==> config.mk <==
export PLATFORM = sky130hd
export DESIGN_NAME = aes_req_packer
export DESIGN_NICKNAME = d
export VERILOG_FILES = /design/src/rtl/aes_req_packer.sv
export SDC_FILE = /design/constraint.sdc
export NUM_CORES = 1
export LEC_CHECK = 0
export CAP_MARGIN = 20
export CORE_AREA = 2 2 222 224
export CTS_CLUSTER_DIAMETER = 200
export CTS_CLUSTER_SIZE = 12
export DETAILED_ROUTE_END_ITERATION = 8
export DIE_AREA = 0 0 224 226
export GPL_TIMING_DRIVEN = 0
export SLEW_MARGIN = 20
export SYNTH_ARGS = -nofsm -noshare
export SYNTH_HDL_FRONTEND = slang
export SYNTH_SLANG_ARGS = --single-unit
==> constraint.sdc <==
create_clock -name clk_i -period 3 [get_ports clk_i]
set_clock_uncertainty 0.2 [all_clocks]
set_input_delay 0.6 -clock clk_i [delete_from_list [all_inputs] [get_ports clk_i]]
set_output_delay 0.6 -clock clk_i [all_outputs]
set_load 0.02 [all_outputs]
==> src/rtl/aes_req_packer.sv <==
// aes_req_packer
//   Gathers a narrow valid/ready word stream (key words, then plaintext words, framed by
//   s_tlast_i) into one 512-bit request beat for the aes_concat core.
//   Beat layout: bytes 0-31 key, bytes 32-47 plaintext, bytes 48-63 zero. Word i of a frame
//   lands at bits [IN_W*i +: IN_W], so bytes appear little-endian in arrival order.
//   Frames that end early are dropped (err_short_o). Frames without tlast on the final word
//   still emit a beat (err_long_o), and the excess words are drained.
//   Optional feature macro: KEY_CACHE_EN. When defined, a frame of exactly the plaintext
//   length reuses the key of the last full frame.
// Ports
//   clk_i, rst_ni           clock, asynchronous active-low reset
//   s_tvalid_i/s_tready_o   input word handshake; s_tdata_i word, s_tlast_i end of frame
//   m_tvalid_o/m_tready_i   packed request handshake; m_tdata_o packed request
//   err_short_o/err_long_o  single-cycle frame length error pulses
//   frame_cnt_o             number of beats accepted downstream (wraps)
module aes_req_packer #(
  parameter int unsigned IN_W  = 32,
  parameter int unsigned OUT_W = 512,
  parameter int unsigned CNT_W = 16
) (
  input  logic             clk_i,
  input  logic             rst_ni,
  input  logic             s_tvalid_i,
  output logic             s_tready_o,
  input  logic [IN_W-1:0]  s_tdata_i,
  input  logic             s_tlast_i,
  output logic             m_tvalid_o,
  input  logic             m_tready_i,
  output logic [OUT_W-1:0] m_tdata_o,
  output logic             err_short_o,
  output logic             err_long_o,
  output logic [CNT_W-1:0] frame_cnt_o
);

  localparam int unsigned KW = 256 / IN_W;
  localparam int unsigned PW = 128 / IN_W;
  localparam int unsigned NW = KW + PW;
  localparam int unsigned CW = $clog2(NW + 1);
  localparam int unsigned BW = 384;

  typedef enum logic [1:0] {StCollect, StHold, StDrain} state_e;

  state_e           state_q, state_d;
  logic [CW-1:0]    word_cnt_q, word_cnt_d;
  logic [BW-1:0]    buf_q, buf_d;
  logic             drain_q, drain_d;
  logic             rdy_q;
  logic             err_short_q, err_short_d;
  logic             err_long_q, err_long_d;
  logic [CNT_W-1:0] frame_cnt_q, frame_cnt_d;

  logic             accept;
  logic             last_word;
  int unsigned      shamt;
  logic [BW-1:0]    wr_mask, wr_word;

`ifdef KEY_CACHE_EN
  logic             key_vld_q, key_vld_d;
  logic [127:0]     side_q, side_d;
  logic [127:0]     side_mask, side_word;
  logic             staging;
`endif

  // rdy_q keeps s_tready_o low during reset and rises on the first clock after release.
  assign s_tready_o  = rdy_q && (state_q != StHold);
  assign m_tvalid_o  = (state_q == StHold);
  assign m_tdata_o   = OUT_W'(buf_q);
  assign err_short_o = err_short_q;
  assign err_long_o  = err_long_q;
  assign frame_cnt_o = frame_cnt_q;

  assign accept    = s_tvalid_i && s_tready_o;
  assign last_word = (word_cnt_q == CW'(NW - 1));
  assign shamt     = IN_W * 32'(word_cnt_q);
  assign wr_mask   = BW'({IN_W{1'b1}}) << shamt;
  assign wr_word   = BW'(s_tdata_i) << shamt;

`ifdef KEY_CACHE_EN
  // While a key is cached, the first PW words are staged so the key survives until the
  // frame length reveals whether this is a plaintext-only frame.
  assign staging   = key_vld_q && (word_cnt_q < CW'(PW));
  assign side_mask = 128'({IN_W{1'b1}}) << shamt;
  assign side_word = 128'(s_tdata_i) << shamt;
`endif

  always_comb begin
    state_d     = state_q;
    word_cnt_d  = word_cnt_q;
    buf_d       = buf_q;
    drain_d     = drain_q;
    frame_cnt_d = frame_cnt_q;
    err_short_d = 1'b0;
    err_long_d  = 1'b0;
`ifdef KEY_CACHE_EN
    key_vld_d   = key_vld_q;
    side_d      = side_q;
`endif
    unique case (state_q)
      StCollect: begin
        if (accept) begin
          word_cnt_d = word_cnt_q + CW'(1);
`ifdef KEY_CACHE_EN
          if (staging) side_d = (side_q & ~side_mask) | side_word;
          else         buf_d  = (buf_q & ~wr_mask) | wr_word;
`else
          buf_d = (buf_q & ~wr_mask) | wr_word;
`endif
          if (last_word) begin
            state_d = StHold;
            if (!s_tlast_i) begin
              err_long_d = 1'b1;
              drain_d    = 1'b1;
            end
`ifdef KEY_CACHE_EN
            key_vld_d = 1'b1;
            if (key_vld_q) buf_d[127:0] = side_q;
`endif
          end else if (s_tlast_i) begin
`ifdef KEY_CACHE_EN
            if (key_vld_q && (word_cnt_q == CW'(PW - 1))) begin
              // Plaintext-only frame: cached key stays in buf_q[255:0].
              state_d         = StHold;
              buf_d[383:256]  = side_d;
            end else begin
              err_short_d = 1'b1;
              word_cnt_d  = '0;
              // Once words have reached the key area the cached key is no longer whole.
              if (!staging) begin
                buf_d[255:0] = '0;
                key_vld_d    = 1'b0;
              end
            end
`else
            err_short_d  = 1'b1;
            word_cnt_d   = '0;
            buf_d[255:0] = '0;
`endif
          end
        end
      end
      StHold: begin
        if (m_tready_i) begin
          frame_cnt_d    = frame_cnt_q + CNT_W'(1);
          word_cnt_d     = '0;
          buf_d[383:256] = '0;
          state_d        = drain_q ? StDrain : StCollect;
        end
      end
      StDrain: begin
        if (accept && s_tlast_i) begin
          state_d = StCollect;
          drain_d = 1'b0;
        end
      end
      default: state_d = StCollect;
    endcase
  end

  always_ff @(posedge clk_i or negedge rst_ni) begin
    if (!rst_ni) begin
      state_q     <= StCollect;
      word_cnt_q  <= '0;
      buf_q       <= '0;
      drain_q     <= 1'b0;
      rdy_q       <= 1'b0;
      err_short_q <= 1'b0;
      err_long_q  <= 1'b0;
      frame_cnt_q <= '0;
    end else begin
      state_q     <= state_d;
      word_cnt_q  <= word_cnt_d;
      buf_q       <= buf_d;
      drain_q     <= drain_d;
      rdy_q       <= 1'b1;
      err_short_q <= err_short_d;
      err_long_q  <= err_long_d;
      frame_cnt_q <= frame_cnt_d;
    end
  end

`ifdef KEY_CACHE_EN
  always_ff @(posedge clk_i or negedge rst_ni) begin
    if (!rst_ni) begin
      key_vld_q <= 1'b0;
      side_q    <= '0;
    end else begin
      key_vld_q <= key_vld_d;
      side_q    <= side_d;
    end
  end
`endif

endmodule

==> results of run 1 <==
## critical path: cells and delay by family
family / cells / cell delay, ps
buffers and inverters: 3 / 1110
and+or+nand+nor: 3 / 1290
AOI/OAI and AO/OA: 1 / 170
## through the flow
stage	setup TNS (ps)	total power [mW]	util, %
floorplan	0	8.10	-
CTS	0	14.4	47.2
detailed placement	-66830	9.78	45.0
global placement	-6994850	9.75	44.7
global route	0	14.8	47.2
finish	0	14.2	47.2
## power by group through the flow
stage	combinational (mW)	sequential (mW)	clock, mW
2_1_floorplan	1.05	7.05	0
3_3_place_gp	3.27	6.48	0
3_5_place_dp	3.32	6.45	0
4_1_cts	3.34	6.38	4.65
5_1_grt	3.50	6.44	4.85
6_report	3.31	6.38	4.55
## worst max path at each step
| stage | endpoint | cells after the start | slack [ps] | startpoint |
|---|---|---|---|---|
| 2_1_floorplan | buf_q[194] | 7 | 900 | word_cnt_q[0] |
| 3_3_place_gp | buf_q[285] | 1 | -16910 | rst_ni |
| 3_5_place_dp | buf_q[219] | 7 | -460 | s_tvalid_i |
| 4_1_cts | buf_q[219] | 7 | 60 | word_cnt_q[0] |
| 5_1_grt | buf_q[215] | 7 | 40 | word_cnt_q[0] |
| 6_report | buf_q[219] | 7 | 110 | s_tvalid_i |
## layout by cell type, fill, tap and decap left out, types with 4 or more instances in the layout
master / Yosys / routed
a21o_1: 5 / 5
a22o_1: 386 / 386
and2_1: 8 / 8
and3_1: 4 / 4
buf_16: 0 / 4
buf_2: 64 / 64
buf_4: 130 / 132
clkbuf_1: 46 / 46
clkbuf_16: 0 / 41
clkdlybuf4s50_1: 0 / 439
conb_1: 2 / 129
dfrtp_1: 410 / 410
ha_1: 7 / 7
inv_1: 7 / 7
nand2_1: 20 / 20
nand3_1: 8 / 8
nand4_1: 5 / 5
nor2_1: 11 / 11
nor2b_1: 5 / 5
nor3_2: 5 / 6
o21ai_2: 7 / 7
xnor2_1: 11 / 11
xor2_1: 4 / 4
## layer usage
metal  wire length, um  vias to the layer above  GRT usage, %
met5                13                        -             0
met4              1650                        2          7.59
met3              4030                       86          6.04
met2             26900                      443          34.7
met1             23700                     6136          28.5
li1                  -                     5260             -
## logic make-up (layout without fill, tap and decap cells)
group,Yosys count,in the layout,synth area share [%]
buffers and inverters,248,739,9.39
AOI/OAI and AO/OA,408,408,22.2
and+or+nand+nor,78,78,2.67
adders and majority gates,7,7,0.549
xor gates and xnor gates,15,15,0.823
other,2,129,0.0471
DFF,410,410,64.3
## sequential cells by signal, indices dropped and copies added (netlist names)
register / flops
rdy_q: 1
word_cnt_q: 4
buf_q: 384
drain_q: 1
state_q: 2
frame_cnt_o: 16
err_short_o: 1
err_long_o: 1
## cell type report
type / count / area, sq um
Tap cell: 622 / 778
Sequential cell: 410 / 10300
Clock buffer: 41 / 1030
Timing Repair Buffer: 447 / 4540
Buffer: 240 / 1470
Fill cell: 4387 / 25500
Inverter: 8 / 30.0
Clock inverter: 3 / 28.8
Multi-Input combinational cell: 637 / 4690
## repair_timing
action / in CTS / in global routing
setup buffers: 0 / 0
resized for setup: 0 / 1
hold buffers: 1 / 0
hold endpoints to repair: 24 / 0
endpoints found under the setup margin: 0 / 22
==> impl_metrics.tcl, run 1 <==
set metrics [dict create \
    endpoint_kind "flop" \
    r2r_start "state_q[0]" \
    ir_worst_vdd_uv 342 \
    clock-root-buffer "clkbuf_16" \
    hold_viol 0 \
    cts_tree "yes" \
    cp.arrival_ps 3190 \
    clock_power_share_pct 32.0 \
    clk_pin_slew_ps 60 \
    grt_pass1_wl_um 81700 \
    r2r_slack_ps 150 \
    finalNonFillerCells 2408 \
    track_usage_pct 21.7 \
    synth_edf_count 0 \
    cts_htree_levels 2 \
    clk_path_buf_depth 3 \
    worstHoldPathType "flop to flop" \
    avgRoutedWirePerCell_um 23.4 \
    synthArstFlopShare_pct 100 \
    area_growth_pct 43.1 \
    tightestPinTransition_ps 1090 \
    grt_max_degree 100 \
    fin_crit_ps 2890 \
    synth.area.top_cells "dfrtp_1 (64%), a22o_1 (21%), buf_4 (6.1%)" \
    synth_top_area_share_pct 64.3 \
    holdPathEnd "frame_cnt_o[15]" \
    fp.dieH_um 226 \
    postRouteWirelength_um 56300 \
    drive_gt1_share_pct 14.8 \
    place_congestion 0.846 \
    syn_area_per_cell_sq_um 13.7 \
    cp-start-kind "input port" \
    pwr-share-seq_pct 44.8 \
    crit_fanout 10 \
    routed_via_density 4.95 \
    setup_violations 0 \
    rows 81 \
    outcome "completed" \
    route.detailed.drc 0 \
    leakagePower_nw 10.9 \
    hold_slack_ps 271 \
    p_int_mw 9.94 \
    die_w_um 224 \
    hold_path_startpoint "frame_cnt_o[15]" \
    p_sw_mw 4.30 \
    cpPeakStageDelay_ps 850 \
    drv_cap 0 \
    initial_utilization_pct 33.0 \
    grt_overflow_total 0 \
    syn_inst 1168 \
    slowest_stage "nor2_1" \
    diodes 0 \
    nets 1828 \
    p_comb_share_pct 23.2 \
    slew_viol_final 0 \
    worstRegToRegCells 6 \
    synth_top_area_cell "dfrtp_1" \
    drtIter0Drc 803 \
    p_per_area_nw_per_um2 624 \
    numPortBuffers 440 \
    slew_headroom_pct 26.8 \
    synth_area_sq_um 16000 \
    synth.most_common_cell "dfrtp_1" \
    finalCritPeriodShare_pct 96.2 \
    dp.cells 2363 \
    path_cells "clkdlybuf4s50_1 > and4bb_2 > buf_4 > nand4_1 > nor2_1 > buf_2 > a22o_1" \
    cts.sinks 410 \
    seq_area_frac_synth_pct 64.3 \
    pre_cts_slack_ps -459 \
    synthTopCellsByCount "dfrtp_1 (410), a22o_1 (386), buf_4 (130), buf_2 (64), clkbuf_1 (46)" \
    die_area_sq_um 50600 \
    vias 11900 \
    sw_frac_of_total_pct 30.2 \
    clock_latency_ps 560 \
    design_area_sq_um 22800 \
    dr.pass1.iters 5 \
    ios 569 \
    synth_ff_type "dfrtp_1" \
    reg2reg_to "buf_q[219]" \
    placed_area_sq_um 21800 \
    antenna_found_initial 1 \
    synth-seq-cells 410 \
    grt_pass1_vias 12000 \
    grt_setup_unrepaired "no" \
    min_path_cells 1 \
    fmax_mhz 347 \
    worst_slack_ps 115 \
    timing.setup.critical_path_class "input port to flop" \
    drtAntennaViolNets 0 \
    crit_required_ps 3300 \
    hpwl_um 40000 \
    yosys_warnings 0 \
    core_sq_um 48300 \
    ys_types 37 \
    numCtsBuffers 40 \
]
No activity file was read; power rests on OpenSTA's default activity.
==> run 2: changes to the inputs <==
- HOLD_SLACK_MARGIN: default -> 0.03
- TNS_END_PERCENT: default -> 1
==> results of run 2 <==
Same layout as run 1: the final DEF is identical, and so are final timing and power.
